<file path="src/rtl/rr_mux_arbiter.sv">
// Round-robin arbiter for a shared 16:1 mux path with a bounded hold time per grant.
// The one-cycle end-of-grant pulse is named release_pulse because `release` is a reserved word.
module rr_mux_arbiter #(
    parameter int HOLD_CYCLES = 4
) (
    input  logic        clk,
    input  logic        reset,
    input  logic [15:0] req,
    output logic [3:0]  select,
    output logic [15:0] grant,
    output logic        grant_valid,
    output logic        release_pulse
);

    localparam logic [7:0] HOLD = 8'(HOLD_CYCLES);

    typedef enum logic {
        IDLE  = 1'b0,
        GRANT = 1'b1
    } state_t;

    state_t      state, state_nxt;
    logic [3:0]  ptr, ptr_nxt;
    logic [7:0]  cnt, cnt_nxt;
    logic [3:0]  select_nxt;
    logic [15:0] grant_nxt;
    logic        valid_nxt;
    logic        release_nxt;

    logic [3:0]  winner;
    logic [3:0]  idx;
    logic        found;

    // Rotating priority search: first requester at or after ptr, wrapping modulo 16.
    always_comb begin
        winner = ptr;
        found  = 1'b0;
        idx    = ptr;
        for (int i = 0; i < 16; i++) begin
            idx = ptr + 4'(i);
            if (!found && req[idx]) begin
                winner = idx;
                found  = 1'b1;
            end
        end
    end

    // NOTE: every signal assigned here gets a default first, so no path leaves it unassigned and no latch is inferred.
    always_comb begin
        state_nxt   = state;
        ptr_nxt     = ptr;
        cnt_nxt     = cnt;
        select_nxt  = select;
        grant_nxt   = grant;
        valid_nxt   = grant_valid;
        release_nxt = 1'b0;

        case (state)
            IDLE: begin
                grant_nxt = '0;
                valid_nxt = 1'b0;
                if (found) begin
                    state_nxt  = GRANT;
                    select_nxt = winner;
                    cnt_nxt    = 8'd1;
                    grant_nxt  = 16'd1 << winner;
                    valid_nxt  = 1'b1;
                end
            end
            GRANT: begin
                // Other requesters are ignored here; only the owner's request and the hold limit matter.
                if (req[select] && (cnt < HOLD)) begin
                    cnt_nxt = cnt + 8'd1;
                end else begin
                    state_nxt   = IDLE;
                    grant_nxt   = '0;
                    valid_nxt   = 1'b0;
                    release_nxt = 1'b1;
                    ptr_nxt     = select + 4'd1;
                end
            end
            default: begin
                state_nxt = IDLE;
                grant_nxt = '0;
                valid_nxt = 1'b0;
            end
        endcase
    end

    // NOTE: state and outputs are updated with non-blocking assignments so every register samples pre-edge values.
    // NOTE: reset is asynchronous; it aborts an active grant immediately and suppresses the release pulse.
    always_ff @(posedge clk or posedge reset) begin
        if (reset) begin
            state         <= IDLE;
            ptr           <= '0;
            cnt           <= '0;
            select        <= '0;
            grant         <= '0;
            grant_valid   <= 1'b0;
            release_pulse <= 1'b0;
        end else begin
            state         <= state_nxt;
            ptr           <= ptr_nxt;
            cnt           <= cnt_nxt;
            select        <= select_nxt;
            grant         <= grant_nxt;
            grant_valid   <= valid_nxt;
            release_pulse <= release_nxt;
        end
    end

endmodule

</file>
<file path="config.mk">
export PLATFORM = sky130hd
export DESIGN_NAME = rr_mux_arbiter
export DESIGN_NICKNAME = d
export VERILOG_FILES = /design/src/rtl/rr_mux_arbiter.sv
export SDC_FILE = /design/constraint.sdc
export NUM_CORES = 1
export LEC_CHECK = 0
export BUFFER_PORTS_ARGS = -buffer_cell sky130_fd_sc_hd__clkbuf_2
export CAP_MARGIN = 10
export CORE_MARGIN = 2
export CORE_UTILIZATION = 61
export CTS_BUF_LIST = sky130_fd_sc_hd__clkbuf_4 sky130_fd_sc_hd__clkbuf_8
export CTS_CLUSTER_DIAMETER = 40
export DETAILED_ROUTE_END_ITERATION = 10
export PLACE_DENSITY = 0.87
export SETUP_SLACK_MARGIN = 0.1
export SLEW_MARGIN = 20
export SYNTH_ARGS = -nofsm -noshare
export SYNTH_HDL_FRONTEND = slang
export SYNTH_SLANG_ARGS = --single-unit
</file>
<file path="constraint.sdc">
create_clock -name clk -period 9.2 [get_ports clk]
set_clock_uncertainty 0.15 [all_clocks]
set_input_delay 2.76 -clock clk [delete_from_list [all_inputs] [get_ports clk]]
set_output_delay 2.76 -clock clk [all_outputs]
set_load 0.005 [all_outputs]
</file>
* Word-level counts from Yosys, hierarchy flattened
Cells that the tools add are included.
** Cells by class
- Reduce and logical (&&, ||, !) cells :: 34
- Bitwise operators :: 2
- Equality and inequality tests :: 3
- Muxes and demuxes :: 78
- Add/subtract/negate cells :: 17
- Shift operators :: 1
- Order comparisons :: 18
** Operator list (number)
- < comparator 4 x 5 -> 1 bit (second input constant) :: 17
- binary-select mux 1 bit (select 4 bit) :: 17
- two-way mux 4 bit :: 15
- two-way mux 1 bit :: 38
- adder 4 bit (second input constant) :: 8
- two-way mux 16 bit :: 2
- one-hot mux 16 bit (2 select lines) :: 1
- adder 4 x 3 -> 4 bit (second input constant) :: 4
- logical AND 1 bit :: 16
- two-way mux 8 bit :: 2
- one-hot mux 8 bit (2 select lines) :: 1
- << shifter 1 x 4 -> 16 bit (first input constant) :: 1
- zero test 1 bit :: 15
- adder 4 x 1 -> 4 bit (second input constant) :: 2
- adder 4 x 2 -> 4 bit (second input constant) :: 2
- adder 8 x 1 -> 8 bit (second input constant) :: 1
- < comparator 8 x 3 -> 1 bit (second input constant) :: 1
- AND reduction 2 bit :: 3
- inequality test 2 bit (second input constant) :: 2
- one-hot mux 1 bit (2 select lines) :: 2
- inequality test 2 x 1 -> 1 bit (second input constant) :: 1
- NOT 1 bit :: 2
** Storage, ports and cells
- Bits of input ports :: 18
- Register bits after elaboration :: 35

* Logic depth before layout (Yosys ltp)
- Depth in word-level cells :: 51
- Gate-level depth with buffers :: 20
- Mapped depth without buffers :: 12

* Least setup slack after synthesis
Ideal clock, no wire load.
- Path type :: input port to flip-flop
- Start :: input port req[13]
- End :: register grant[13]
- Arrival time :: 5450 ps
- Library setup time :: 139 ps
- Slack :: 3461 ps
- Stages :: 11
- Buffers on the path :: 1
- Path through :: mux4_2 -> mux2_2 -> a211o_4 -> a211oi_4 -> and4b_4 -> and2_4 -> buf_6 -> a21oi_1 -> and2_1 -> mux2i_4 -> o31ai_1
** Between the ends
- Cells in the longest elaborated chain, start to end :: 51
- Elaborated cells on any way between the ends :: 100
** RTL lines
- start, declared :: line 8 : input logic [15:0] req,
- binary-select mux 1 bit (select 4 bit) :: line 41 : if (!found && req[idx]) begin
- two-way mux 1 bit (not written as such) :: line 41
- two-way mux 1 bit :: line 41
- zero test 1 bit :: line 41
- logical AND 1 bit :: line 41
- two-way mux 1 bit :: line 41
- zero test 1 bit :: line 41
- logical AND 1 bit :: line 41
- (+35 left out)
- logical AND 1 bit :: line 41
- two-way mux 1 bit :: line 41
- zero test 1 bit :: line 41
- logical AND 1 bit :: line 41
- two-way mux 4 bit :: line 41
- << shifter 1 x 4 -> 16 bit :: line 66 : grant_nxt = 16'd1 << winner;
- two-way mux 16 bit :: line 62 : if (found) begin
- one-hot mux 16 bit (2 select lines) :: line 58 : case (state)
- end signal, assigned :: line 106 : grant <= grant_nxt;
- end, declared :: line 10 : output logic [15:0] grant,
Several ways; a longest one is shown, not always the timed one. The select of a mux whose other input is x is not followed.
A chain may end at the register's enable or synchronous reset.

* Worst setup path in the final report
- Start :: input port req[12]
- End :: register grant[5]
Same word-level chain as after synthesis.

==> impl_results.md <==
* Register area at 876 um^2
* Crit path launch type: input port
* Slew Viols, Final at 0
* Crit path launch: req[12]
* CTS tree: built
* Post-CTS Setup Repair Bufs at 0
* HPWL after detailed placement at 7870 um
* DRT Wirelength at ~11000 um
* Avg Cell Area, Syn at 10.2 um^2
* Initial antenna violation count at 0
* Die Wd at 85.2 um
* Core box area at 6350 um^2
* Vias/cell at between 7 and 8
* DRT Pass-1 Iters at 5
* Placer congestion estimate at about 1.0
* Io pins at 40
* Vias post-DR at 3640
* Critical Path Sink Type: flop
* Wire length per cell at 21.8 um
* Ant diodes at 0
* Post-synthesis async set-or-reset flop share at 1.00
* Sequential element share of the synthesized area at 0.218
* Initial DRC count at roughly 420
* Slew HR at 0.323
* Die height at 85.2 um
* Die area at 7270 um^2
* Post-synth EDFFs at 0
* Arrival time worst endpoint at 6.12 ns
* RSZ-0062 raised after global routing: no
* Largest net degree at the start of global routing at 36
* Nets at 450
* Num CTS Buffers at 5
* Netlist Area Pre-Place at 4030 um^2
* Worst reg2reg path endpoint: grant[5]
* Final setup vio count at 0
* Clock slew at reported path FFs at 0.07 ns
* R2r worst-path depth at 13
* Global-route wire length before repair at 17900 um
* Layout cells sized above 1 at 0.307
* Most frequent cells in the layout: clkbuf_2 (39), nand2_1 (37), dfrtp_1 (35)
* WS Path Type: in -> reg
* Slew at the pin closest to its max-slew limit at 1.02 ns
* Hold Crit Class: reg -> reg
* R2R Path Start: ptr[0]
* Synth area leader: dfrtp_1
* Post-DRT Antenna Nets at 0
* Clock Latency Late Sink at around 0.29 ns
* Clock sinks at 35
* Top cells by area, synth: dfrtp_1 (22%), mux4_2 (18%), mux2i_1 (8.0%)
* Syn-to-layout area delta at 7.27%
* Fin crit share at 0.660
* Final hold viol count at 0
* Ys Warns at 0
* Post_cts resized at 0
* Global route total overflow at 0
* Multi-input logic area at 2930 um^2
* Commonest non-fill, non-tap cell in the layout: clkbuf_2
* CTS Buffer Depth at 2
* Drt drc at 0
* Min Tclk post-route at ~6.1 ns
* Row count at 29
* Area share of the largest cell type after synthesis at 0.218
* Critical path peak fanout at 8
* Prevailing post-synth register cell: dfrtp_1
* Filler Cell Count at 468
* Initial Util at 0.634
* Post-Syn Instances at slightly below 400
* Seq cells post-synth at 35
* GRT Total Usage at 0.312
* Max Fclk at 165 MHz
* Synth unique cells at 78
* Root buffer cell: clkbuf_8
* Vias in the first global route at 3550
* Setup TNS at 0 ns
* Port Buf Inserts at 39
* WP data required at roughly 9 ns
* Post-Syn Nets at 420
* Run status: completed
* Worst R2R Setup Slack at 3.78 ns
* H-tree levels at 2
* Max-Cap Viols at 0
* Hold Buf Count CTS at 0
* CP Capture Point: grant[5]
-- critical path, cell delays in order --
cell and delay, ns:
clkbuf_2 0.14, mux4_2 0.57, mux2i_1 0.38, mux2_2 0.29, nand2b_1 0.14, nor4_2 0.60
o21ai_1 0.14, o32ai_1 0.26, a221oi_1 0.18, or3_4 0.45, o31ai_2 0.21
-- cell families after synthesis --
family | synth area share
fa+ha+maj | 0.0280
xor+xnor | 0.0339
compound gates | 0.204
simple gates | 0.149
mux | 0.312
buf+inv | 0.0553
flops | 0.218
-- sequential cells by signal, indices dropped and copies added (netlist names) --
signal	count
grant	16
cnt	8
ptr	4
select	4
grant_valid	1
release_pulse	1
state	1
-- cell type report --
type	count	area share
sequential	35	0.203
clock inverter	1	0.00174
clock buffer	7	0.0223
inverter	21	0.0183
multi-input combinational	316	0.679
timing repair buffer	44	0.0539
tap	77	0.0223
-- layer usage --
layer / global-route usage / vias up / part of all wire
met5: 0 / - / 0
met4: 0.140 / 0 / 0.037
met3: 0.0613 / 36 / 0.075
met2: 0.487 / 220 / 0.49
met1: 0.423 / 1798 / 0.40
li1: - / 1586 / -
-- cell usage after synthesis (all sizes together) (3+ instances only) --
cell    count
a21o        3
mux2i      35
mux4       33
inv        21
o211ai      3
nor2       20
o21ai      22
nand3       7
nand4       3
a21oi      15
nor2b       7
and2        5
nor3       14
o21a        3
nor4        3
o31ai      16
nand2b      7
a32o        3
a21boi      3
buf        15
and3        4
xor2        3
mux2       12
dfrtp      35
clkbuf      6
xnor2      10
ha          9
nand2      37
a221oi      3
a31oi       3
o22ai       3
-- stage by stage --
| step | cells | hold WS, ns | worst slack [ns] | cell area [um^2] | utilization |
|---|---|---|---|---|---|
| global route | 501 | 0.360 | 2.89 | 4320 | 0.680 |
| finish | 501 | 0.331 | 3.13 | 4320 | 0.680 |
| CTS | 501 | 0.331 | 2.98 | 4320 | 0.680 |
| global placement | 493 | 0.311 | 2.79 | 4210 | 0.663 |
| floorplan | 393 | 0.301 | 3.46 | 4030 | - |
| detailed placement | 493 | 0.315 | 2.67 | 4210 | 0.663 |
-- worst min-delay path by stage --
stage / start / endpoint / slack [ns] / depth (start not counted)
global placement: grant_valid / grant_valid / 0.31 / 1
detailed placement: grant_valid / grant_valid / 0.32 / 1
floorplan: cnt[0] / cnt[0] / 0.30 / 1
finish: grant_valid / grant_valid / 0.33 / 1
CTS: grant_valid / grant_valid / 0.33 / 1
global route: grant_valid / grant_valid / 0.36 / 1
Power is left out: the tool's default activity adds up to more than one toggle a clock period on the data nets, which glitch-free logic cannot reach.
